## config.mk

```make
export PLATFORM = sky130hd
export DESIGN_NAME = spc_wr_arbiter
export DESIGN_NICKNAME = d
export VERILOG_FILES = /design/src/rtl/spc_wr_arbiter.sv
export SDC_FILE = /design/constraint.sdc
export NUM_CORES = 1
export LEC_CHECK = 0
export CORE_MARGIN = 1
export CORE_UTILIZATION = 37
export DETAILED_ROUTE_END_ITERATION = 12
export PLACE_DENSITY_LB_ADDON = 0.1
export SLEW_MARGIN = 20
export SYNTH_ARGS = -nofsm -noshare
export SYNTH_HDL_FRONTEND = slang
export SYNTH_SLANG_ARGS = --single-unit
```

## constraint.sdc

```tcl
create_clock -name clk -period 2.41 [get_ports clk]
set_clock_uncertainty 0.05 [all_clocks]
set_input_delay 0.482 -clock clk [delete_from_list [all_inputs] [get_ports clk]]
set_output_delay 0.482 -clock clk [all_outputs]
set_load 0.03 [all_outputs]
```

## src/rtl/spc_wr_arbiter.sv

```systemverilog
// Purpose: round-robin arbiter/sequencer for the special register file user write port.
// Latency: req sampled at edge N -> gnt and wr_usr_enable high in cycle N+1; at most one write per 3 cycles.
// Backpressure: requesters hold req/addr/data until gnt; losing requesters simply keep waiting.
// Ports:
//   clk, reset          - rising-edge clock, asynchronous active-low reset
//   req/req_addr/req_data - per-requester level request, 3-bit target address, 32-bit data (packed by index)
//   gnt/err             - one-cycle completion pulse to the winner; err marks a blocked protected write
//   wr_usr_enable/write_usr_addr/usr_data - register file user write port
//   busy                - high while a transaction is in flight (state != IDLE)
module spc_wr_arbiter #(
  parameter int          NREQ         = 4,
  parameter logic [7:0]  PROTECT_MASK = 8'b0100_0001
) (
  input  logic               clk,
  input  logic               reset,
  input  logic [NREQ-1:0]    req,
  input  logic [3*NREQ-1:0]  req_addr,
  input  logic [32*NREQ-1:0] req_data,
  output logic [NREQ-1:0]    gnt,
  output logic [NREQ-1:0]    err,
  output logic               wr_usr_enable,
  output logic [2:0]         write_usr_addr,
  output logic [31:0]        usr_data,
  output logic               busy
);

  localparam int PW = (NREQ > 1) ? $clog2(NREQ) : 1;

  typedef enum logic [1:0] {
    IDLE    = 2'd0,
    ISSUE   = 2'd1,
    RECOVER = 2'd2
  } state_t;

  state_t          state, state_nxt;
  logic [PW-1:0]   ptr, ptr_nxt;
  logic [PW-1:0]   win, win_nxt;
  logic [PW-1:0]   pick;
  logic            found;
  logic [2:0]      sel_addr;
  logic [31:0]     sel_data;
  logic [NREQ-1:0] gnt_nxt, err_nxt;
  logic            wr_nxt, busy_nxt;
  logic [2:0]      addr_nxt;
  logic [31:0]     data_nxt;

  function automatic logic [PW-1:0] rr_idx(input logic [PW-1:0] base, input int off);
    int s;
    s = (int'(base) + off) % NREQ;
    return PW'(s);
  endfunction

  // Walk the offsets from the far end back towards ptr so the last hit,
  // which is the one closest to ptr, wins.
  always_comb begin
    found = 1'b0;
    pick  = '0;
    for (int i = NREQ - 1; i >= 0; i--) begin
      if (req[rr_idx(ptr, i)]) begin
        found = 1'b1;
        pick  = rr_idx(ptr, i);
      end
    end
  end

  always_comb begin
    sel_addr = '0;
    sel_data = '0;
    for (int k = 0; k < NREQ; k++) begin
      if (pick == PW'(k)) begin
        sel_addr = req_addr[3*k +: 3];
        sel_data = req_data[32*k +: 32];
      end
    end
  end

  always_comb begin
    state_nxt = state;
    ptr_nxt   = ptr;
    win_nxt   = win;
    gnt_nxt   = '0;
    err_nxt   = '0;
    wr_nxt    = 1'b0;
    addr_nxt  = write_usr_addr;  // address/data hold their last values outside ISSUE
    data_nxt  = usr_data;
    case (state)
      IDLE: begin
        if (found) begin
          state_nxt     = ISSUE;
          win_nxt       = pick;
          addr_nxt      = sel_addr;
          data_nxt      = sel_data;
          gnt_nxt[pick] = 1'b1;
          // A protected target still completes the handshake, just without the write.
          if (PROTECT_MASK[sel_addr]) err_nxt[pick] = 1'b1;
          else                        wr_nxt        = 1'b1;
        end
      end
      ISSUE: begin
        ptr_nxt   = (win == PW'(NREQ - 1)) ? '0 : win + PW'(1);
        state_nxt = RECOVER;
      end
      RECOVER: begin
        // Requests are ignored here so a winner dropping req late is not re-granted.
        state_nxt = IDLE;
      end
      default: state_nxt = IDLE;
    endcase
    busy_nxt = (state_nxt != IDLE);
  end

  always_ff @(posedge clk or negedge reset) begin
    if (!reset) begin
      state          <= IDLE;
      ptr            <= '0;
      win            <= '0;
      gnt            <= '0;
      err            <= '0;
      wr_usr_enable  <= 1'b0;
      write_usr_addr <= '0;
      usr_data       <= '0;
      busy           <= 1'b0;
    end else begin
      state          <= state_nxt;
      ptr            <= ptr_nxt;
      win            <= win_nxt;
      gnt            <= gnt_nxt;
      err            <= err_nxt;
      wr_usr_enable  <= wr_nxt;
      write_usr_addr <= addr_nxt;
      usr_data       <= data_nxt;
      busy           <= busy_nxt;
    end
  end

endmodule

```

# After elaboration in Yosys (flattened, before gate mapping)
# Memory sizes are Yosys's and may differ from the RTL's.
# Index checks and enable logic that the tools add are counted.
# word_totals
ff_bits	51
romBits	8
input_bits	146
wordCells	69
memories	1
# mem_list
memory	words	width	rd	rd_clocked_by_memory_dff	write_ports	line_no	text
(no name shown)	8	1	1	0	0	95	if (PROTECT_MASK[sel_addr]) err_nxt[pick] = 1'b1;
# classes
addsub	4
order_cmp	7
eq_ne	5
mux	38
n_reduce_logical	5
# op_table
operator	n
2-to-1 mux 32 bit	4
2-to-1 mux 4 bit	5
less-than comparator 2 x 3 -> 1 bit (second input constant)	5
2-to-1 mux 1 bit	13
2-to-1 mux 2 bit	6
2-to-1 mux 3 bit	4
binary-select mux 1 bit (select 2 bit)	4
equality test 2 bit (second input constant)	3
adder 2 x 1 -> 2 bit (second input constant)	2
adder 2 bit (second input constant)	2
equality test 2 x 1 -> 1 bit (second input constant)	2
zero test 2 bit	2
less-than comparator 3 x 4 -> 1 bit (second input constant)	1
case mux 2 bit (2 select lines)	1
demux 1 bit (select 2 bit)	1
greater-or-equal comparator 2 x 1 -> 1 bit (second input constant)	1
AND reduction 2 bit	1
nonzero test 2 bit	1
logical AND 1 bit	1

# Logic depth before layout (Yosys ltp)
# logic_depth
ltp_word	17
ltp_mapped	9
depth_no_buf	6

# Worst setup path after synthesis
# OpenSTA, ideal clock, no wires.
# synth_path
path_kind	in2reg
from	input port req[2]
to	register usr_data[4]
setup_time_ns	0.118
t_arrival_ns	2.072
required_time_ns	2.242
slack_ns	0.170
path_stages	8
cell_sequence	nor2b_1 > or4b_4 > buf_6 > clkbuf_1 > and3_1 > a211oi_1 > a311oi_1 > a21o_1
# synth_via
elab_chain_len	11
# synth_rtl
element	line_no	text
start: declaration	16	input logic [NREQ-1:0] req,
binary-select mux 1 bit (select 2 bit)	59	if (req[rr_idx(ptr, i)]) begin
2-to-1 mux 1 bit (not written as such)	59	
2-to-1 mux 2 bit (4 in series)	59	
zero test 2 bit	70	if (pick == PW'(k)) begin
2-to-1 mux 32 bit (4 in series)	70	
end signal: assignment	131	usr_data <= data_nxt;
end: declaration	23	output logic [31:0] usr_data,
# Parallel ways exist; a longest one is shown, timed or not. The select of a mux whose other input is x is not followed.
# A chain may end at the register's enable or synchronous reset.

# Worst setup path in the final report
# layout_path
from	register ptr[1]
to	register usr_data[31]
# layout_via
elab_chain_len	12
# layout_rtl
element	line_no	text
start: declaration	36	logic [PW-1:0] ptr, ptr_nxt;
start signal: assignment	125	ptr <= ptr_nxt;
adder 2 bit	49	s = (int'(base) + off) % NREQ;
binary-select mux 1 bit (select 2 bit)	59	
2-to-1 mux 1 bit (not written as such)	59	
2-to-1 mux 2 bit (4 in series)	59	
zero test 2 bit	70	
2-to-1 mux 32 bit (4 in series)	70	
# Parallel ways exist; a longest one is shown, timed or not. The select of a mux whose other input is x is not followed.

==> results_dict.tcl <==
set metrics [dict create \
    drc 0 \
    dp_cells 648 \
    wl_per_cell_um 18.2 \
    grt_pass1_vias 3663 \
    start_util 0.389 \
    r2r_slack_ns 0.13 \
    cts-root-buf "clkbuf_8" \
    met2WireLength_um 6290 \
    die_height_um 92.9 \
    max_freq_mhz 439 \
    fin_area_sq_mm 0.00597 \
    synth_top_area_frac 0.418 \
    cts_sinks 51 \
    cp.arrival_ns 2.47 \
    critical_path_class "reg -> reg" \
    antenna_found_initial 0 \
    syn_area_per_cell_sq_um 8.81 \
    synth_cells 347 \
    p_int_w 0.00398 \
    grt_max_degree 34 \
    h-tree-depth 2 \
    rsz0062_at_grt "no" \
    drt-initial-drc-count 134 \
    core_area_sq_mm 0.00785 \
    synth_area_leaders "dfrtp_1 (42%), nand2_1 (10%), a311oi_1 (9.2%), a211oi_1 (7.9%), a21o_1 (7.9%)" \
    first_pass_iters 4 \
    area_growth_pct 95.2 \
    synthArstFlopShare 1.00 \
    timing.rr.end "usr_data[31]" \
    overflow 0 \
    antenna_cells 0 \
    post-route-period-util 0.945 \
    reg2reg_depth 7 \
    slew_headroom 0.595 \
    fin_crit_ns 2.28 \
    hpwl_um 8170 \
    fillers 565 \
    drive_gt1_frac 0.209 \
    crit_start "ptr[1]" \
    utilization 0.760 \
    worst_pin_slew_ns 0.607 \
    num_rows 32 \
    routabilityCongestion 0.823 \
    vias 3727 \
    top_layer "met4" \
    p_switching_w 0.00326 \
    power_density_mw_per_mm2 1210 \
    synth.most_common_cell "nand2_1" \
    status "completed" \
    yosysWarnings 0 \
    netlist_area_sq_mm 0.00306 \
    final_cells 666 \
    cts_tree "done" \
    routed_wl_um 12100 \
    required_ns 2.60 \
    regToRegStartpoint "ptr[1]" \
    irDropWorstVdd_uv 627 \
    fin_nets 710 \
    synth.ff_latch_count 51 \
    startpoint_type "flip-flop" \
    switching_share 0.450 \
    end_kind "flip-flop" \
    area.sequential_sq_mm 0.00128 \
    insertion_delay_ns 0.29 \
    synth_edf_count 0 \
    multiInputGateArea_sq_mm 0.00192 \
    grt_pass1_wl_um 16900 \
    port_buffers 190 \
    drt-vias-per-instance 5.60 \
    met1_length_um 4720 \
    yosysSeqAreaShare 0.418 \
    drv_slew 0 \
    setup_violations 0 \
    synthFlopType "dfrtp_1" \
    syn_nets 494 \
    ioPinCount 191 \
    clockBufferDepth 2 \
    grt_use_total 0.247 \
    cts_made_buffers 5 \
    synthTopCellsByCount "nand2_1 (81), dfrtp_1 (51), and3_1 (36)" \
    power_frac_comb 0.722 \
    die_w_um 92.9 \
    drtAntennaViolNets 0 \
    p_seq_frac 0.208 \
    maxCapViolations 0 \
    crit_path_max_fanout 10 \
    wl_met3_um 820 \
    netlist-cell-type-count 38 \
    hp-class "in -> async" \
    postCtsHoldBufs 0 \
    yosys.area.top_type "dfrtp_1" \
    timing.final.hold_violations 0 \
    fp.dieArea_sq_mm 0.00863 \
    placed_area_sq_mm 0.00536 \
    path_clk_slew_ns 0.10 \
    p_clk_frac 0.069 \
    p_leak_nw 2.69 \
    crit_end "usr_data[31]" \
]
[layout by cell type, fill, tap and decap left out, types with 3 or more instances in the layout]
master           netlist  final
nor2_1                 4      3
a311oi_1              32     19
dfrtp_1               51     51
clkdlybuf4s50_1        0    185
a211oi_2               0     21
nand2_1               81     81
dlymetal6s2s_1         0      4
nand3_1                4      4
a211oi_1              32     11
a21o_1                32     32
clkbuf_8               0      5
buf_12                 0      7
a311oi_2               0     13
clkbuf_16              0      5
buf_4                  0     38
and3_1                36     36
nor4_1                 3      3
[what timing repair did]
action | in CTS | in global routing
buffers inserted | 0 | 4
gates cloned | 0 | 6
resized for setup | 6 | 63
pin swaps | 2 | 15
endpoints found under the setup margin | 17 | 38
[worst min-delay path by stage]
stage	startpoint	end	slack (ns)	depth (start not counted)
after detailed placement	usr_data[10]	usr_data[10]	0.41	1
after global placement	usr_data[24]	usr_data[24]	0.41	1
after floorplan	reset	busy	0.14	0
after global routing	reset	gnt[0]	0.16	1
final	reset	gnt[0]	0.13	1
after CTS	reset	gnt[0]	0.15	1
[stage by stage]
stage	hold slack, ns	setup TNS (ns)	setup WS, ns	total power (W)
after CTS	0.149	-0.0382	-0.0169	0.00650
after global routing	0.159	0	0.0781	0.00766
after detailed placement	0.415	-12.67	-0.425	0.00594
final	0.134	0	0.133	0.00723
after floorplan	0.136	0	0.170	0.00402
after global placement	0.408	-10.51	-0.339	0.00584
[worst max-delay path, cell delays in order, from the launching register on]
cell	delay, ns
dfrtp_1	0.50
or4_4	0.71
nand2_8	0.16
buf_12	0.15
buf_4	0.13
nand2_1	0.07
a311oi_2	0.31
a21o_1	0.12
[per-layer routing]
| metal | GRT usage | vias to the layer above |
|---|---|---|
| met3 | 0.0542 | 23 |
| li1 | - | 1718 |
| met5 | 0 | - |
| met1 | 0.277 | 1824 |
| met2 | 0.460 | 162 |
| met4 | 0.0795 | 0 |
[state kept, by name, summed over array words and instances, names as in the netlist]
register,count
win,2
ptr,2
err,4
usr_data,32
write_usr_addr,3
state,2
wr_usr_enable,1
busy,1
gnt,4
[area by class of cell]
cell class              instances  area share
clock buffers                   5      0.0115
inverters                       2     0.00126
clock inverters                 3     0.00419
repair buffers                245       0.425
multi-input cells             258       0.322
flip-flops and latches         51       0.214
well taps                     102      0.0214
[power groups by stage]
stage | Clock, W | Sequential [W] | Combinational [W]
floorplan | 0 | 0.00215 | 0.00187
global placement | 0 | 0.00149 | 0.00435
detailed placement | 0 | 0.00150 | 0.00444
CTS | 0.000512 | 0.00148 | 0.00450
global route | 0.000551 | 0.00155 | 0.00556
finish | 0.000501 | 0.00151 | 0.00523
[kinds of logic after synthesis]
logic type	synth area share
compound gates	0.282
mux	0.0139
fa+ha+maj	0.00409
buf+inv	0.0536
xor+xnor	0.00287
flops	0.418
simple gates	0.226
Note: power is estimated with default switching activity, not from simulation.
